--- config.mk ---
export PLATFORM = sky130hd
export DESIGN_NAME = jump_motion_ctrl
export DESIGN_NICKNAME = d
export VERILOG_FILES = /design/src/rtl/jump_pkg.sv /design/src/rtl/tick_prescaler.sv /design/src/rtl/jump_motion_ctrl.sv
export SDC_FILE = /design/constraint.sdc
export NUM_CORES = 1
export LEC_CHECK = 0
export BUFFER_PORTS_ARGS = -buffer_cell sky130_fd_sc_hd__buf_2
export CAP_MARGIN = 15
export CORE_MARGIN = 3
export CORE_UTILIZATION = 60
export DETAILED_ROUTE_END_ITERATION = 10
export PLACE_DENSITY_LB_ADDON = 0.15
export SLEW_MARGIN = 20
export SYNTH_ARGS = -nofsm -noshare
export SYNTH_HDL_FRONTEND = slang
export SYNTH_SLANG_ARGS = --single-unit
--- constraint.sdc ---
create_clock -name clk -period 7.27 [get_ports clk]
set_input_delay 0 -clock clk [delete_from_list [all_inputs] [get_ports clk]]
set_output_delay 0 -clock clk [all_outputs]
set_load 0.05 [all_outputs]
--- src/rtl/jump_pkg.sv ---
// Shared jump physics types and default constants, reused by the ball and sprite blocks.
package jump_pkg;

  typedef enum logic [1:0] {
    GROUND = 2'd0,
    RISE   = 2'd1,
    FALL   = 2'd2
  } jstate_t;

  localparam int          DEF_JUMP_V0  = 12;
  localparam int          DEF_GRAVITY  = 3;
  localparam int          DEF_MAX_FALL = 12;
  localparam int unsigned DEF_TICK_DIV = 4;

endpackage

--- src/rtl/tick_prescaler.sv ---
// Free-running divider: tick_c is high for one clk every TICK_DIV clks (TICK_DIV >= 1).
module tick_prescaler #(
  parameter int unsigned TICK_DIV = 4
) (
  input  logic clk,
  input  logic rst,
  output logic tick_c
);

  localparam int unsigned CW = (TICK_DIV > 1) ? $clog2(TICK_DIV) : 1;

  logic [CW-1:0] cnt_q, cnt_d;

  always_comb begin
    tick_c = (cnt_q == CW'(TICK_DIV - 1));
    cnt_d  = tick_c ? '0 : cnt_q + CW'(1);
  end

  always_ff @(posedge clk or posedge rst) begin
    if (rst) cnt_q <= '0;
    else     cnt_q <= cnt_d;
  end

endmodule

--- src/rtl/jump_motion_ctrl.sv ---
// Per-tick vertical motion for the player ball: gravity model with floor/ceiling collision.
// Define JUMP_DOUBLE_JUMP_EN to allow one extra jump per airborne period.
module jump_motion_ctrl
  import jump_pkg::*;
#(
  parameter int unsigned WIDTH    = 10,
  parameter int          JUMP_V0  = DEF_JUMP_V0,
  parameter int          GRAVITY  = DEF_GRAVITY,
  parameter int          MAX_FALL = DEF_MAX_FALL,
  parameter int unsigned TICK_DIV = DEF_TICK_DIV,
  parameter int unsigned CEIL_Y   = 0
) (
  input  logic             clk,
  input  logic             Reset,
  input  logic             Jump,
  input  logic [WIDTH-1:0] Ball_Y_Pos,
  input  logic [WIDTH-1:0] Floor_Y,
  output logic [WIDTH-1:0] Ball_Y_Motion,
  output logic             airborne,
  output logic             landed
);

  localparam int unsigned SW = WIDTH + 1;

  jstate_t                 state_q, state_d, launch_state;
  logic signed [WIDTH-1:0] vel_q, vel_d, launch_vel;
  logic [WIDTH-1:0]        motion_q, motion_d, launch_motion;
  logic                    landed_q, landed_d;
  logic                    jump_prev_q, jump_req_q, jump_req_d;
  logic                    tick_c;
  logic                    v_neg, v_pos;
  logic signed [SW-1:0]    pos_x, floor_x, ceil_x, v_sum, v_next, p_next, p_launch;
`ifdef JUMP_DOUBLE_JUMP_EN
  logic                    air_used_q, air_used_d;
`endif

  tick_prescaler #(.TICK_DIV(TICK_DIV)) u_tick (
    .clk    (clk),
    .rst    (Reset),
    .tick_c (tick_c)
  );

  // An edge arriving on a tick cycle survives to the following tick.
  always_comb begin
    jump_req_d = (Jump & ~jump_prev_q) | (jump_req_q & ~tick_c);
  end

  // Candidate kinematics, evaluated at one extra bit so position sums cannot wrap.
  always_comb begin
    pos_x    = $signed({1'b0, Ball_Y_Pos});
    floor_x  = $signed({1'b0, Floor_Y});
    ceil_x   = $signed(SW'(CEIL_Y));
    v_sum    = SW'(vel_q) + SW'(GRAVITY);
    v_next   = (v_sum > SW'(MAX_FALL)) ? SW'(MAX_FALL) : v_sum;
    v_neg    = v_next[SW-1];
    v_pos    = !v_next[SW-1] && (|v_next);
    p_next   = pos_x + v_next;
    p_launch = pos_x - SW'(JUMP_V0);
    // A launch that would pass the ceiling is clipped there and starts falling.
    if (p_launch < ceil_x) begin
      launch_motion = WIDTH'(ceil_x - pos_x);
      launch_vel    = '0;
      launch_state  = FALL;
    end else begin
      launch_motion = WIDTH'(-JUMP_V0);
      launch_vel    = WIDTH'(-JUMP_V0);
      launch_state  = RISE;
    end
  end

  always_comb begin
    state_d  = state_q;
    vel_d    = vel_q;
    motion_d = motion_q;
    landed_d = 1'b0;
`ifdef JUMP_DOUBLE_JUMP_EN
    air_used_d = air_used_q;
`endif
    if (tick_c) begin
      case (state_q)
        GROUND: begin
          if (jump_req_q) begin
            motion_d = launch_motion;
            vel_d    = launch_vel;
            state_d  = launch_state;
          end else if (Ball_Y_Pos < Floor_Y) begin
            motion_d = '0;
            vel_d    = '0;
            state_d  = FALL;
          end else begin
            motion_d = '0;
          end
        end
        default: begin
`ifdef JUMP_DOUBLE_JUMP_EN
          if (jump_req_q && !air_used_q) begin
            motion_d   = launch_motion;
            vel_d      = launch_vel;
            state_d    = launch_state;
            air_used_d = 1'b1;
          end else
`endif
          if (v_pos && (p_next >= floor_x)) begin
            motion_d = WIDTH'(floor_x - pos_x);
            vel_d    = '0;
            state_d  = GROUND;
            landed_d = 1'b1;
`ifdef JUMP_DOUBLE_JUMP_EN
            air_used_d = 1'b0;
`endif
          end else if (v_neg && (p_next < ceil_x)) begin
            motion_d = WIDTH'(ceil_x - pos_x);
            vel_d    = '0;
            state_d  = FALL;
          end else begin
            motion_d = WIDTH'(v_next);
            vel_d    = WIDTH'(v_next);
            state_d  = v_neg ? RISE : FALL;
          end
        end
      endcase
    end
  end

  always_ff @(posedge clk or posedge Reset) begin
    if (Reset) begin
      state_q     <= GROUND;
      vel_q       <= '0;
      motion_q    <= '0;
      landed_q    <= 1'b0;
      jump_prev_q <= 1'b0;
      jump_req_q  <= 1'b0;
`ifdef JUMP_DOUBLE_JUMP_EN
      air_used_q  <= 1'b0;
`endif
    end else begin
      state_q     <= state_d;
      vel_q       <= vel_d;
      motion_q    <= motion_d;
      landed_q    <= landed_d;
      jump_prev_q <= Jump;
      jump_req_q  <= jump_req_d;
`ifdef JUMP_DOUBLE_JUMP_EN
      air_used_q  <= air_used_d;
`endif
    end
  end

  assign Ball_Y_Motion = motion_q;
  assign airborne      = (state_q != GROUND);
  assign landed        = landed_q;

endmodule

==> qor.yml <==
outcome:
  outcome: "finished clean"
sta:
  finalClockSkew_ps: 6.42
  rsz0062_at_grt: "false"
  setup_tns_ps: 0
  final.min_clock_period_ps: 6290
  max_freq_ghz: 0.159
  max_slew_margin_pct: 54.6
  maxSlewViolCount: 0
  final_hold_viol_count: 0
  worst_pin_slew_ps: 680
  setup_viol: 0
  post-route-period-util_pct: 86.6
cts:
  cts_buffer_depth: 2
  clockRootBuffer: "clkbuf_8"
  clock_sinks: 27
  clock_latency_ps: 280
  clk_pin_slew_ps: 100
  cts.htree.levels: 1
  cts_tree: "yes"
  post_cts_resized: 0
  cts_made_buffers: 3
  cts_setup_buffers: 0
drt:
  drc_errors: 0
  routed-wl-met2_mm: 4.11
  drt-met1-wl_mm: 3.88
  vias: 3244
  wl_mm: 8.76
  wire_per_inst_microns: 16.9
  ant_nets: 0
  firstDrtPassIters: 5
  top_layer: "met4"
  wl_met3_microns: 595
  drt_iter0_drc: 283
  via_per_inst: 6.27
placement:
  dp_hpwl_mm: 7.11
  placedCellCount: 510
  gp_congestion: 0.932
  io_buffers: 34
  placed_cell_area_sq_mm: 0.00342
hold_path:
  worstHoldPathType: "input pin to async pin"
power:
  ir_drop_mv: 0.244
  intPower_uw: 663
  switching_share_pct: 54.1
  combPwrFrac_pct: 74.4
  p_switching_uw: 781
  p_clk_share_pct: 6.5
  power.leakage_uw: 0.00160
  seqPwrFrac_pct: 19.1
  p_per_area_mw_per_mm2: 410
  p_total_uw: 1440
layout:
  final_cell_area_sq_mm: 0.00352
  final_nets: 508
  final_util_pct: 68.1
  area_delta_synth_final_pct: 8.69
  post_route_cells_drive_above_1_share_pct: 10.1
  stdcell_count: 517
  antenna_cells: 0
synthesis:
  synth_compound_area_share_pct: 24.8
  syn_area_sq_mm: 0.00324
  synthMuxAreaShare_pct: 1.89
  yosys.area.top_type: "dfrtp_1"
  syn-num-nets: 481
  synthSimpleGateAreaFrac_pct: 23.4
  synth_xor_area_share_pct: 7.03
  synthDistinctLibCells: 67
  synth_edf_count: 0
  synth_cells: 421
  synth_area_per_cell_sq_um: 7.70
  ys_warn_count: 0
  seq_area_frac_synth_pct: 20.8
  synth_top_family_by_area: "compound AO/OA/AOI/OAI gates"
  yosys.area.top_type_share_pct: 20.8
  synthArstFlopShare_pct: 100
  synth_adder_area_share_pct: 14.5
  synthTopCellsByArea: "dfrtp_1 21%, ha_1 14%, xnor2_1 5.4%, inv_1 5.2%, a21oi_1 4.5%"
  ys.flop_type: "dfrtp_1"
  synth-seq-cells: 27
  yosys-top-cells-count: "45 x inv_1, 36 x ha_1, 36 x nor2_1, 30 x nand2_1, 29 x a21oi_1"
  post-synth-top-count-cell: "inv_1"
worst_setup_path:
  critPathKind: "flip-flop to flip-flop"
  end_kind: "flip-flop"
  worstPathRequired_ps: 7480
  crit_fanout: 16
  cp.arrival_ps: 6500
  startpoint_type: "flip-flop"
global_route:
  overflow: 0
  grt_pass1_vias: 2984
  grt_use_total_pct: 28.4
  antenna_found_initial: 0
  grt_pass1_wl_mm: 14.2
  grt_max_degree: 28
floorplanning:
  die_w_microns: 79.5
  initial_core_util_pct: 62.7
  die_area_sq_mm: 0.00632
  num_rows: 26
  coreArea_sq_mm: 0.00517
  fp.dieH_microns: 79.5
  ios: 35
run:
  drv_cap: 0
-- logic make-up (layout without fill, tap and decap cells) --
kind of cell	after synthesis	count (layout)
AND/OR/NAND/NOR	148	148
XOR/XNOR	26	26
multiplexers	6	6
adder cells (fa/ha/maj)	37	37
buffers and inverters	60	86
flip-flops	27	27
AO/OA/AOI/OAI	117	117
-- per-layer routing --
layer / GRT usage, % / vias up
met5: 0 / -
li1: - / 1578
met4: 8.42 / 0
met1: 38.9 / 1526
met2: 47.2 / 124
met3: 2.37 / 16
-- power groups by stage --
stage	Combinational, uW	Clock (uW)	Sequential (uW)
final	1070	93.4	276
after global routing	1180	97.6	286
after CTS	1060	92.9	272
after detailed placement	1050	0	274
after global placement	1040	0	273
after floorplan	787	0	334
-- layout make-up --
class | instances | area (sq um)
multi-input combinational | 334 | 2320
tap | 70 | 87.6
fill | 428 | 1650
clock buffer | 3 | 41.3
clock inverter | 1 | 8.76
sequential | 27 | 676
inverter | 45 | 169
timing repair buffer | 37 | 218
-- placed cells by master (no fill, tap or decap), types with 4 or more instances in the layout --
cell,count
buf_2,34
inv_1,44
nor3_1,20
and3_1,5
nand4_1,7
a211oi_1,4
o22ai_1,5
a22o_1,4
mux2i_1,5
o21ai_1,5
nand2_1,30
xor2_1,6
ha_1,36
nand3_1,7
a22oi_1,4
o21a_1,7
nor2_1,36
nand2b_1,6
nor3b_1,4
a21oi_1,29
nor2b_1,7
or3_1,6
dfrtp_1,27
xnor2_1,20
o21ai_0,20
-- final timing paths --
kind                               start                to  slack [ps]  cells after the start
max reg2reg                     vel_q[0]          vel_q[7]         980                     22
min reg2reg                  jump_prev_q        jump_req_q         440                      1
max                             vel_q[0]          vel_q[7]         980                     22
max in group asynchronous          Reset          vel_q[3]        6730                      4
min in group clk           Ball_Y_Pos[0]  Ball_Y_Motion[0]         160                      3
min                                Reset  Ball_Y_Motion[5]         160                      3
-- worst max-delay path, cell delays in order, from the launching register on --
cell and delay [ps]:
dfrtp_1 540, inv_1 80, ha_1 270, nand3b_1 370, or2_1 370, a211oi_1 310
o41a_1 540, o21bai_1 260, ha_1 330, nor3b_1 170, a32o_1 230, o31ai_1 430
nor4b_1 100, a311o_1 290, ha_1 260, o21ai_0 150, nand2b_1 70, a21oi_1 150
nor3_1 60, o21ai_1 270, nor2_2 200, or4b_1 580, a31oi_1 170
-- registers in the layout, summed over array words and instances (netlist names) --
name / count
landed: 1
u_tick.cnt_q: 2
Ball_Y_Motion: 10
vel_q: 10
jump_req_q: 1
jump_prev_q: 1
state_q: 2
-- through the flow --
stage / setup WS [ps] / hold slack, ps
3_5_place_dp: 1130 / 127
4_1_cts: 1100 / 150
6_report: 977 / 156
5_1_grt: 500 / 169
3_3_place_gp: 1410 / 123
2_1_floorplan: 1870 / 31.4
-- timing repair --
item,4_1_cts,5_1_grt
endpoints found under the setup margin,0,0
hold buffers,2,0
endpoints found under the hold margin,29,0
Note: power is estimated with default switching activity, not from simulation.
